[src/rtl/mips_defs.sv]
// Shared constants and types for the multi-cycle MIPS sequencer.
// Opcode/funct values, ALU op codes, state encodings, mux select codes,
// and the packed control-word bundle driven by the sequencer.
package mips_defs;

  // Primary opcodes (IR[31:26])
  localparam logic [5:0] OP_RTYPE = 6'h00;
  localparam logic [5:0] OP_J     = 6'h02;
  localparam logic [5:0] OP_JAL   = 6'h03;
  localparam logic [5:0] OP_BEQ   = 6'h04;
  localparam logic [5:0] OP_BNE   = 6'h05;
  localparam logic [5:0] OP_ADDI  = 6'h08;
  localparam logic [5:0] OP_XORI  = 6'h0E;
  localparam logic [5:0] OP_LW    = 6'h23;
  localparam logic [5:0] OP_SW    = 6'h2B;

  // R-type function codes (IR[5:0])
  localparam logic [5:0] FN_JR  = 6'h08;
  localparam logic [5:0] FN_ADD = 6'h20;
  localparam logic [5:0] FN_SUB = 6'h22;
  localparam logic [5:0] FN_SLT = 6'h2A;

  typedef enum logic [2:0] {
    ALU_ADD = 3'd0,
    ALU_SUB = 3'd1,
    ALU_XOR = 3'd2,
    ALU_SLT = 3'd3
  } alu_op_e;

  typedef enum logic [3:0] {
    S_FETCH  = 4'd0,
    S_DECODE = 4'd1,
    S_MEMADR = 4'd2,
    S_MEMRD  = 4'd3,
    S_MEMWB  = 4'd4,
    S_MEMWR  = 4'd5,
    S_EXEC   = 4'd6,
    S_RWB    = 4'd7,
    S_IEXEC  = 4'd8,
    S_IWB    = 4'd9,
    S_BRANCH = 4'd10,
    S_JUMP   = 4'd11,
    S_JAL    = 4'd12,
    S_JR     = 4'd13,
    S_FAULT  = 4'd14
  } state_e;

  // PC source select
  localparam logic [1:0] PCSRC_ALU    = 2'b00;
  localparam logic [1:0] PCSRC_ALUOUT = 2'b01;
  localparam logic [1:0] PCSRC_JUMP   = 2'b10;
  localparam logic [1:0] PCSRC_RS     = 2'b11;

  // Register write destination select
  localparam logic [1:0] REGDST_RT = 2'b00;
  localparam logic [1:0] REGDST_RD = 2'b01;
  localparam logic [1:0] REGDST_RA = 2'b10;

  // Register write data select
  localparam logic [1:0] M2R_ALUOUT = 2'b00;
  localparam logic [1:0] M2R_MDR    = 2'b01;
  localparam logic [1:0] M2R_PC     = 2'b10;

  // ALU operand B select
  localparam logic [1:0] SRCB_RT    = 2'b00;
  localparam logic [1:0] SRCB_FOUR  = 2'b01;
  localparam logic [1:0] SRCB_IMM   = 2'b10;
  localparam logic [1:0] SRCB_IMMSH = 2'b11;

  typedef struct packed {
    logic       pc_en;
    logic [1:0] pc_source;
    logic       iord;
    logic       mem_read;
    logic       mem_write;
    logic       ir_write;
    logic       reg_write;
    logic [1:0] reg_dst;
    logic [1:0] mem_to_reg;
    logic       alu_src_a;
    logic [1:0] alu_src_b;
    alu_op_e    alu_op;
    logic       instr_done;
    logic       illegal;
  } ctrl_t;

endpackage

[src/rtl/mc_opdecode.sv]
// Opcode/funct decoder: picks the post-DECODE dispatch state and R-type ALU op.
// Latency: purely combinational, zero cycles.
// Backpressure: none; unsupported encodings map to the FAULT state.
module mc_opdecode
  import mips_defs::*;
(
  input  logic [5:0] opcode,
  input  logic [5:0] funct,
  output state_e     dispatch,
  output alu_op_e    r_alu_op
);

  // Map instruction class to its first execute state; default is FAULT
  always_comb begin
    dispatch = S_FAULT;
    r_alu_op = ALU_ADD;
    case (opcode)
      OP_RTYPE: begin
        case (funct)
          FN_ADD: dispatch = S_EXEC;
          FN_SUB: begin
            dispatch = S_EXEC;
            r_alu_op = ALU_SUB;
          end
          FN_SLT: begin
            dispatch = S_EXEC;
            r_alu_op = ALU_SLT;
          end
          FN_JR:  dispatch = S_JR;
          default: ;
        endcase
      end
      OP_LW, OP_SW:     dispatch = S_MEMADR;
      OP_BEQ, OP_BNE:   dispatch = S_BRANCH;
      OP_J:             dispatch = S_JUMP;
      OP_JAL:           dispatch = S_JAL;
      OP_ADDI, OP_XORI: dispatch = S_IEXEC;
      default: ;
    endcase
  end

endmodule

[src/rtl/multicycle_control.sv]
// Multi-cycle MIPS sequencer driving datapath selects, enables and memory strobes.
// Latency: lw 5, sw/R-type/imm 4, branch/jump 3 cycles with memory ready at once.
// Backpressure: holds in FETCH/MEMRD/MEMWR until mem_ready; watchdog forces FAULT.
module multicycle_control
  import mips_defs::*;
#(
  parameter int MEM_TIMEOUT = 255,
  parameter int TMR_W       = 8
) (
  input  logic       clk,
  input  logic       reset,
  input  logic [5:0] opcode,
  input  logic [5:0] funct,
  input  logic       alu_zero,
  input  logic       mem_ready,
  output logic       pc_en,
  output logic [1:0] pc_source,
  output logic       iord,
  output logic       mem_read,
  output logic       mem_write,
  output logic       ir_write,
  output logic       reg_write,
  output logic [1:0] reg_dst,
  output logic [1:0] mem_to_reg,
  output logic       alu_src_a,
  output logic [1:0] alu_src_b,
  output logic [2:0] alu_op,
  output logic [3:0] state,
  output logic       instr_done,
  output logic       illegal
);

  localparam logic [TMR_W-1:0] WD_LIMIT = TMR_W'(MEM_TIMEOUT);

  state_e           state_q, state_d;
  state_e           dispatch;
  alu_op_e          r_alu_op;
  logic [TMR_W-1:0] wd_cnt_q, wd_cnt_d, wd_inc;
  logic             wait_st, wd_expire;
  ctrl_t            ctrl;

  mc_opdecode u_opdecode (
    .opcode   (opcode),
    .funct    (funct),
    .dispatch (dispatch),
    .r_alu_op (r_alu_op)
  );

  // wd_inc counts the current waiting cycle, so the limit fires on the
  // MEM_TIMEOUT-th cycle without ready; a ready in that cycle still wins.
  assign wait_st   = (state_q == S_FETCH) || (state_q == S_MEMRD) || (state_q == S_MEMWR);
  assign wd_inc    = wd_cnt_q + TMR_W'(1);
  assign wd_expire = (MEM_TIMEOUT != 0) && wait_st && !mem_ready && (wd_inc == WD_LIMIT);

  // Watchdog next count: advance while stalled in a memory state, else clear
  always_comb begin
    wd_cnt_d = '0;
    if (wait_st && !mem_ready) wd_cnt_d = wd_inc;
  end

  // Watchdog counter register
  always_ff @(posedge clk or negedge reset) begin
    if (!reset) wd_cnt_q <= '0;
    else        wd_cnt_q <= wd_cnt_d;
  end

  // State register
  always_ff @(posedge clk or negedge reset) begin
    if (!reset) state_q <= S_FETCH;
    else        state_q <= state_d;
  end

  // Next-state logic; the unused encoding falls into FAULT
  always_comb begin
    state_d = state_q;
    case (state_q)
      S_FETCH:  state_d = mem_ready ? S_DECODE : (wd_expire ? S_FAULT : S_FETCH);
      S_DECODE: state_d = dispatch;
      S_MEMADR: state_d = (opcode == OP_SW) ? S_MEMWR : S_MEMRD;
      S_MEMRD:  state_d = mem_ready ? S_MEMWB : (wd_expire ? S_FAULT : S_MEMRD);
      S_MEMWB:  state_d = S_FETCH;
      S_MEMWR:  state_d = mem_ready ? S_FETCH : (wd_expire ? S_FAULT : S_MEMWR);
      S_EXEC:   state_d = S_RWB;
      S_RWB:    state_d = S_FETCH;
      S_IEXEC:  state_d = S_IWB;
      S_IWB:    state_d = S_FETCH;
      S_BRANCH: state_d = S_FETCH;
      S_JUMP:   state_d = S_FETCH;
      S_JAL:    state_d = S_FETCH;
      S_JR:     state_d = S_FETCH;
      S_FAULT:  state_d = S_FAULT;
      default:  state_d = S_FAULT;
    endcase
  end

  // Control word decoded from state; everything held at zero during reset
  always_comb begin
    ctrl = '0;
    if (reset) begin
      case (state_q)
        S_FETCH: begin
          ctrl.mem_read  = 1'b1;
          ctrl.alu_src_b = SRCB_FOUR;
          ctrl.pc_source = PCSRC_ALU;
          ctrl.ir_write  = mem_ready;
          ctrl.pc_en     = mem_ready;
        end
        S_DECODE: ctrl.alu_src_b = SRCB_IMMSH;
        S_MEMADR: begin
          ctrl.alu_src_a = 1'b1;
          ctrl.alu_src_b = SRCB_IMM;
        end
        S_MEMRD: begin
          ctrl.iord     = 1'b1;
          ctrl.mem_read = 1'b1;
        end
        S_MEMWB: begin
          ctrl.reg_dst    = REGDST_RT;
          ctrl.mem_to_reg = M2R_MDR;
          ctrl.reg_write  = 1'b1;
          ctrl.instr_done = 1'b1;
        end
        S_MEMWR: begin
          ctrl.iord       = 1'b1;
          ctrl.mem_write  = 1'b1;
          ctrl.instr_done = mem_ready;
        end
        S_EXEC: begin
          ctrl.alu_src_a = 1'b1;
          ctrl.alu_src_b = SRCB_RT;
          ctrl.alu_op    = r_alu_op;
        end
        S_RWB: begin
          ctrl.reg_dst    = REGDST_RD;
          ctrl.mem_to_reg = M2R_ALUOUT;
          ctrl.reg_write  = 1'b1;
          ctrl.instr_done = 1'b1;
        end
        S_IEXEC: begin
          ctrl.alu_src_a = 1'b1;
          ctrl.alu_src_b = SRCB_IMM;
          ctrl.alu_op    = (opcode == OP_XORI) ? ALU_XOR : ALU_ADD;
        end
        S_IWB: begin
          ctrl.reg_dst    = REGDST_RT;
          ctrl.mem_to_reg = M2R_ALUOUT;
          ctrl.reg_write  = 1'b1;
          ctrl.instr_done = 1'b1;
        end
        S_BRANCH: begin
          ctrl.alu_src_a  = 1'b1;
          ctrl.alu_src_b  = SRCB_RT;
          ctrl.alu_op     = ALU_SUB;
          ctrl.pc_source  = PCSRC_ALUOUT;
          ctrl.pc_en      = (opcode == OP_BNE) ? !alu_zero : alu_zero;
          ctrl.instr_done = 1'b1;
        end
        S_JUMP: begin
          ctrl.pc_source  = PCSRC_JUMP;
          ctrl.pc_en      = 1'b1;
          ctrl.instr_done = 1'b1;
        end
        S_JAL: begin
          // PC already holds PC+4 from FETCH, so it is the link value
          ctrl.pc_source  = PCSRC_JUMP;
          ctrl.pc_en      = 1'b1;
          ctrl.reg_dst    = REGDST_RA;
          ctrl.mem_to_reg = M2R_PC;
          ctrl.reg_write  = 1'b1;
          ctrl.instr_done = 1'b1;
        end
        S_JR: begin
          ctrl.pc_source  = PCSRC_RS;
          ctrl.pc_en      = 1'b1;
          ctrl.instr_done = 1'b1;
        end
        S_FAULT: ctrl.illegal = 1'b1;
        default: ;
      endcase
    end
  end

  assign pc_en      = ctrl.pc_en;
  assign pc_source  = ctrl.pc_source;
  assign iord       = ctrl.iord;
  assign mem_read   = ctrl.mem_read;
  assign mem_write  = ctrl.mem_write;
  assign ir_write   = ctrl.ir_write;
  assign reg_write  = ctrl.reg_write;
  assign reg_dst    = ctrl.reg_dst;
  assign mem_to_reg = ctrl.mem_to_reg;
  assign alu_src_a  = ctrl.alu_src_a;
  assign alu_src_b  = ctrl.alu_src_b;
  assign alu_op     = ctrl.alu_op;
  assign instr_done = ctrl.instr_done;
  assign illegal    = ctrl.illegal;
  assign state      = reset ? state_q : 4'd0;

endmodule

[config.mk]
export PLATFORM = sky130hd
export DESIGN_NAME = multicycle_control
export DESIGN_NICKNAME = d
export VERILOG_FILES = /design/src/rtl/mips_defs.sv /design/src/rtl/mc_opdecode.sv /design/src/rtl/multicycle_control.sv
export SDC_FILE = /design/constraint.sdc
export NUM_CORES = 1
export LEC_CHECK = 0
export BUFFER_PORTS_ARGS = -buffer_cell sky130_fd_sc_hd__buf_2
export CORE_MARGIN = 4
export CORE_UTILIZATION = 45
export DETAILED_ROUTE_END_ITERATION = 6
export PLACE_DENSITY_LB_ADDON = 0.15
export RECOVER_POWER = 100
export SYNTH_ARGS = -nofsm -noshare
export SYNTH_HDL_FRONTEND = slang
export SYNTH_SLANG_ARGS = --single-unit
[constraint.sdc]
create_clock -name clk -period 1.9 [get_ports clk]
set_clock_uncertainty 0.05 [all_clocks]
set_input_delay 0.19 -clock clk [delete_from_list [all_inputs] [get_ports clk]]
set_output_delay 0.19 -clock clk [all_outputs]
set_load 0.02 [all_outputs]
[Yosys cells after proc, flatten, opt, wreduce, memory -nomap -nowiden]
Index checks and enable logic that the tools add are counted.
Storage, ports and cells
  bits in read-only memories: 0
  bits of input ports: 16
  RAM bits: 0
  output and inout port bits: 24
  memories kept: 0
  bits in registers: 12
  logic and storage cells: 76
  latch bits: 0
Cells by class
  reductions and logical operators: 18
  $mul: 0
  mux-type cells: 28
  eq/ne operators: 27
  div/mod/pow operators: 0
  shift operators: 0
  order comparisons: 0
  bitwise gates (word level): 0
  add/sub/neg operators: 1
Operator list (count)
  4-bit one-hot mux with 8 select lines: 1
  6-bit equality test (second input constant): 5
  4-bit equality test (second input constant): 7
  4-bit two-way mux: 7
  4-bit one-hot mux with 6 select lines: 1
  20-bit two-way mux: 1
  5-bit one-hot mux with 4 select lines: 1
  6-bit by 4-bit equality test with 1-bit output (second input constant): 3
  4-bit by 3-bit equality test with 1-bit output (second input constant): 4
  2-bit OR reduction: 7
  6-bit by 2-bit equality test with 1-bit output (second input constant): 2
  6-bit by 3-bit equality test with 1-bit output (second input constant): 2
  3-bit one-hot mux with 4 select lines: 1
  3-bit one-hot mux with 3 select lines: 1
  8-bit by 1-bit adder with 8-bit output (second input constant): 1
  4-bit by 2-bit equality test with 1-bit output (second input constant): 2
  8-bit equality test (second input constant): 1
  8-bit two-way mux: 1
  4-bit one-hot mux with 2 select lines: 1
  1-bit two-way mux: 7
  7-bit OR reduction: 1
  6-bit logical NOT: 1
  3-bit two-way mux: 2
  2-bit one-hot mux with 3 select lines: 1
  other kinds (10): 13

[Longest topological paths before layout]
Gate-level depths: netlist of run 1.
  depth after elaboration: 8
  depth in mapped cells: 7
  depth with buffers taken out: 5

[Cells and area by module]
Synthesis of run 1 repeated with hierarchy kept, for this count alone.
Unflattened totals
  cell total of the unflattened synthesis: 180
  area, all modules: 1325.0 µm²
Modules (own cells, without submodules)
  multicycle_control: seq. area each 300.3 µm², area an instance 1128.6 µm², times used 1, cells an instance 152
  mc_opdecode: seq. area each 0.0 µm², area an instance 196.4 µm², times used 1, cells an instance 28

[Worst setup path before layout of run 1]
Ideal clock, no wire load.
  path type: reg2out
  start point: reg state_q[0]
  end point: out alu_op[0]
  buffers on the path: 2
  stages on the path, launching flop included: 5
  required time: 1.660 ns
  setup slack: -0.080 ns
  arrival time: 1.740 ns
  path through: dfrtp_1 -> buf_4 -> clkbuf_1 -> nand2b_1 -> a2111oi_1
On the way
  word-level cells in the longest chain between the ends: 3
  elaborated cells on any way between the ends: 5
  those cells by class: eq/ne: 3; mux: 2
Ends and longest elaborated chain
  start: declaration: RTL line multicycle_control.sv:35  | state_e state_q, state_d;
  start signal: assignment: RTL line multicycle_control.sv:70  | else state_q <= state_d;
  4-bit equality test / 4-bit by 3-bit equality test with 1-bit output (equally long branches): RTL line multicycle_control.sv:100  | case (state_q)
  3-bit one-hot mux with 3 select lines (*): RTL line multicycle_control.sv:100
  20-bit two-way mux (*): RTL line multicycle_control.sv:99  | if (reset) begin
  end: declaration: RTL line multicycle_control.sv:27  | output logic [2:0] alu_op,
Mark *: on every way between the ends. The rest lies on a longest branch, timed or not.

[Final worst setup path of run 1]
  start point: reg state_q[3]
  end point: out alu_op[1]
Same word-level chain as after synthesis.

==> metrics.md, run 1 <==
| Metric | Value |
|---|---|
| Status | complete, but fails checks |
| Failing checks | negative setup slack |
| Count leader, synth | nor2_1 |
| # H-tree levels | 1 |
| Die height | 63.8 um |
| Bufs on Longest Clock Path | 2 |
| ANT cells | 0 |
| Worst Path Arrival | 1720 ps |
| Worst skew pair latency | 270 ps |
| Initial DRC Count | 64 |
| DP Area | 1650 um^2 |
| Area growth from synthesis to layout | 32.5% |
| Final Critical Period | 1960 ps |
| Largest cells by area after synthesis | dfrtp_1, nor2_1, a21oi_1 |
| Mapped Area | 1400 um^2 |
| Pre-antenna DRT Iters | 4 |
| GRT Resource Usage Total | 19.3% |
| Worst Setup Start Kind | flip-flop |
| CTS Sinks | 12 |
| FF+latch count, synth | 12 |
| Io pins | 40 |
| Worst VDD drop | 0.534 mV |
| Fmax | 509 MHz |
| Clock transition at path regs | 70 ps |
| Area share of the largest cell type after synthesis | 21.4% |
| Top FF cell, synth | dfrtp_1 |
| Syn nets | 200 |
| Routed Antenna Nets | 0 |
| Hold/Removal Path Class | input port to asynchronous set/reset pin |
| Final core occ | 65.0% |
| Port-buffer cells | 38 |
| Routed wire length | 4050 um |
| Leakage | 0.832 nW |
| Crit path required time | 1660 ps |
| Synth cell count leaders | nor2_1, dfrtp_1, a21oi_1, nand2_1 |
| Routed vias/inst | 6.06 |
| Largest net degree at the start of global routing | 29 |
| Critical path class | flip-flop to output port |
| Final WS setup | -64.0 ps |
| Max-cap violations | 0 |
| Post-route DRC | 0 |
| First-pass GRT wire length | 6560 um |
| Clk Tree Root Cell | clkbuf_4 |
| Total number of vias | 1588 |
| Nets | 250 |
| Critical-path maximum fanout | 4 |
| CTS tree | done |
| RSZ-0062 raised after global routing | yes |
| Synth Warn # | 0 |
| Post-synth top area cell | dfrtp_1 |
| Cts bufs inserted | 3 |
| CP endpoint kind | output port |
| Initial antenna violation count | 0 |
| Syn Inst Count | 182 |
| Die Span X | 63.8 um |
| Period utilization | 103% |
| Sequential fraction of the synthesis area | 21.4% |
| Final setup violation count | 3 |
| Fin. Hold Viols | 0 |
| Async S/R FF share, synth | 100% |
| Initial Utilization | 49.1% |
| FP Rows | 19 |
| Vias in the first global route | 1413 |
| Synth unique cells | 57 |
| Detailed Place HPWL | 2830 um |
| Final instance area | 1860 um^2 |
| Die Footprint | 4070 um^2 |
| Power density over cell area | 1210 nW/um^2 |
| Post-synth EDFFs | 0 |
| Fin. max-slew vios | 0 |
| Core Area | 2850 um^2 |
| Global route overflow | 0 |
| Share of cells above drive strength 1 | 36.8% |
| Syn_area_per_cell | 7.69 um^2 |
| Routed wire per std cell | 15.5 um |
| RePlAce Congestion | 0.792 |
per-stage QoR:
| step | setup slack [ps] | setup TNS, ps | std cells | power [mW] | hold WS, ps |
|---|---|---|---|---|---|
| 2_1_floorplan | 95.7 | 0 | 182 | 1.35 | -156 |
| 3_3_place_gp | 122 | 0 | 246 | 1.70 | 14.4 |
| 3_5_place_dp | 89.7 | 0 | 246 | 1.73 | 18.8 |
| 4_1_cts | -95.6 | -184 | 255 | 1.99 | 20.6 |
| 5_1_grt | -158 | -479 | 262 | 2.40 | 61.0 |
| 6_report | -64.0 | -136 | 262 | 2.24 | 28.0 |
sequential cells by signal, summed over array words and instances, names as in the netlist:
register and flops:
state_q 4, wd_cnt_q 8
power breakdown:
group	switching, mW	internal (mW)	leakage (nW)
Clock	0.0870	0.117	0.0210
Combinational	0.907	0.754	0.652
Sequential	0.0665	0.308	0.159
Total	1.06	1.18	0.832
timing repair:
action | 4_1_cts | 5_1_grt
hold endpoints to repair | 8 | 0
setup buffers | 3 | 7
pin swaps | 0 | 4
hold buffers | 2 | 0
endpoints found under the setup margin | 7 | 8
gates resized for setup | 3 | 22
kinds of logic after synthesis:
logic type                 share of synthesized area, %
and+or+nand+nor                                    42.5
AOI/OAI and AO/OA                                  19.2
buffers and inverters                              8.40
DFF                                                21.4
xor gates and xnor gates                           5.54
adders and majority gates                          1.79
other                                             0.268
muxes                                             0.804
layer usage:
layer	global-route usage, %	vias up	part of all wire [%]
met5	0	-	0
met4	1.89	0	0.30
met3	3.15	2	6.4
met2	32.3	63	50
met1	27.0	762	43
li1	-	761	-
final timing paths:
path,from,end,slack (ps),depth (start not counted)
max,state_q[3],alu_op[1],-60,5
min,reset,wd_cnt_q[7],30,3
max reg2reg,state_q[3],state_q[0],-50,7
min reg2reg,wd_cnt_q[0],wd_cnt_q[0],480,1
max in group asynchronous,reset,state_q[3],1140,2
min in group clk,opcode[5],state_q[2],220,3
cells in the final DEF, fill, tap and decap left out, types with 2 or more instances in the layout:
cell	n
a21oi_1	11
nand3b_1	4
and4b_1	2
and2_1	3
nand2_1	9
buf_6	3
inv_1	4
nand3_1	8
buf_12	2
a311oi_1	2
nor4b_1	3
xnor2_1	2
o32a_1	2
ha_1	2
nand4_1	4
clkbuf_4	3
o311ai_0	2
nor2_1	22
nor2_2	2
or3_1	3
dfrtp_1	10
nor2b_1	4
o211ai_1	3
dfrtp_2	2
and3_1	2
nor3b_1	2
buf_2	35
dlygate4sd3_1	2
buf_4	20
nor3_1	7
nand2b_1	7
xor2_1	5
o21ai_0	3
critical path, cell delays in order (launching register included):
cell and delay, ps:
dfrtp_2 450, and3b_2 240, nand4_1 150, o32a_1 340, nor3_2 110, buf_4 160
cell type report:
cell class              instances  area [um^2]
clock buffers                   4         36.3
fillers                       250          997
inverters                       5         22.5
multi-input cells             148         1040
flip-flops and latches         12          303
well taps                      31         38.8
repair buffers                 62          419
Note: power is estimated with default switching activity, not from simulation.
==> run 2: changes to the inputs <==
--- a/config.mk
+++ b/config.mk
@@ -14,3 +14,4 @@
 export SYNTH_ARGS = -nofsm -noshare
 export SYNTH_HDL_FRONTEND = slang
 export SYNTH_SLANG_ARGS = --single-unit
+export TNS_END_PERCENT = 5
==> metrics.md, run 2 (same netlist as run 1, synthesis figures left out) <==
| Metric | Value |
|---|---|
| Max reg flops | 8 |
| Detailed Place HPWL | 2830 um |
| Most common cell after layout, fill and taps aside | buf_2 |
| Worst Setup Start Kind | flip-flop |
| Max-cap violations | 0 |
| Clk Tree Root Cell | clkbuf_4 |
| Area growth from synthesis to layout | 28.7% |
| Critical path class | flip-flop to output port |
| Total number of vias | 1551 |
| First-pass GRT wire length | 6600 um |
| Fin. Hold Viols | 0 |
| ANT cells | 0 |
| DP Area | 1650 um^2 |
| Crit-path max cell delay | 450 ps |
| Post-route DRC | 0 |
| GRT Resource Usage Total | 19.4% |
| Routed Antenna Nets | 0 |
| Fin Hold WS | 204 ps |
| Leakage | 0.795 nW |
| Routed wire per std cell | 15.1 um |
| Share of cells above drive strength 1 | 34.4% |
| Initial antenna violation count | 0 |
| Failing checks | negative setup slack |
| Nets | 246 |
| Worst skew pair latency | 270 ps |
| Most frequent cells in the layout | buf_2, nor2_1, buf_4 |
| Critical-path maximum fanout | 4 |
| RSZ-0062 raised after global routing | yes |
| Io pins | 40 |
| Initial DRC Count | 87 |
| Die height | 63.8 um |
| Initial Utilization | 49.1% |
| Global route overflow | 0 |
| RePlAce Congestion | 0.792 |
| # H-tree levels | 1 |
| R2r endpoint | state_q[0] |
| Vias in the first global route | 1421 |
| Bufs on Longest Clock Path | 2 |
| Critical Path Source | state_q[3] |
| Largest net degree at the start of global routing | 29 |
| FILL cells | 261 |
| Fmax | 502 MHz |
| CP cell instances | and3b_2 > nand4_1 > a2111oi_2 > buf_2 |
| FP Rows | 19 |
| Final instance area | 1800 um^2 |
| CTS tree | done |
| Top delay family on crit path | flip-flops |
| Reg2reg start | state_q[3] |
| Routed wire length | 3900 um |
| Clock transition at path regs | 70 ps |
| Worst Reg-to-Reg Cells | 6 |
| Fin. max-slew vios | 0 |
| Period utilization | 105% |
| R2r setup slk | -40 ps |
| CP endpoint kind | output port |
| Die Span X | 63.8 um |
| Worst path buffer plus inverter count | 1 |
| Final Critical Period | 1990 ps |
| Pre-antenna DRT Iters | 4 |
| Power density over cell area | 1180 nW/um^2 |
| CTS Sinks | 12 |
| Worst slack at placement | 89.7 ps |
| Final WS setup | -92.1 ps |
| Cts bufs inserted | 3 |
| Worst Path Arrival | 1750 ps |
| Regs by FF count | wd_cnt_q x8, state_q x4 |
| Routed vias/inst | 6.01 |
| Final setup violation count | 3 |
| Worst VDD drop | 0.533 mV |
| Port-buffer cells | 38 |
| Biggest register | wd_cnt_q |
| Crit path required time | 1660 ps |
| Hold/Removal Path Class | input port to asynchronous set/reset pin |
| Core Area | 2850 um^2 |
| Status | complete, but fails checks |
| Slowest CP cell | dfrtp_2 |
| Die Footprint | 4070 um^2 |
## run 2: cell types whose count changed in the layout (fill, tap and decap cells not counted)
cell      before  now
buf_4         20   14
nand2_1        9   10
nand2_4        1    0
a21oi_1       11   10
buf_2         35   36
clkbuf_1       0    2
a21oi_2        0    1
buf_6          3    2
a211oi_2       1    0
and2_4         1    0
a211oi_1       0    1
and2_2         0    1
## run 2: repair_timing
item / 4_1_cts / 5_1_grt
pin swaps: 0 / 2
hold buffers: 2 / 0
resized for setup: 5 / 14
endpoints found under the hold margin: 8 / 0
setup buffers: 2 / 4
endpoints found under the setup margin: 7 / 8
## run 2: through the flow
step                util [%]  instances  TNS, ps  total power, mW
CTS                     60.6        254     -184             1.98
floorplan                  -        182        0             1.35
global route            63.2        258     -572             2.30
finish                  63.2        258     -201             2.13
global placement        57.9        246        0             1.70
detailed placement      57.9        246        0             1.73
## run 2: how the worst max path moves through the flow
stage                 end  depth (start not counted)  slack (ps)
6_report        alu_op[0]                          4         -90
5_1_grt         alu_op[0]                          4        -190
4_1_cts         alu_op[1]                          5        -100
3_5_place_dp   state_q[0]                          4          90
3_3_place_gp    alu_op[1]                          6         120
2_1_floorplan   alu_op[1]                          5         100
## run 2: routing by layer
layer / share of wire (%) / GRT usage, % / up-vias
met3: 5.3 / 3.15 / 2
li1: - / - / 752
met4: 0.31 / 1.89 / 0
met5: 0 / 0 / -
met1: 45 / 27.0 / 748
met2: 50 / 32.6 / 49
## run 2: worst register-to-register path, stage by stage (launching register included)
cell	delay (ps)
dfrtp_2	450
buf_4	140
buf_4	130
or2_1	230
a2bb2oi_2	170
a2111o_1	360
a211o_1	290
## run 2: cell type report
cell class              count  area, um^2  share of cell area, %
inverters                   5        22.5                   1.25
well taps                  31        38.8                   2.15
clock buffers               4        36.3                   2.01
flip-flops and latches     12         303                   16.8
repair buffers             58         375                   20.8
multi-input cells         148        1030                   56.9
## run 2: report_power, final
part	leakage [nW]	switching [mW]	internal, mW
combinational	0.614	0.848	0.684
clock	0.0210	0.0871	0.117
sequential	0.159	0.0897	0.307
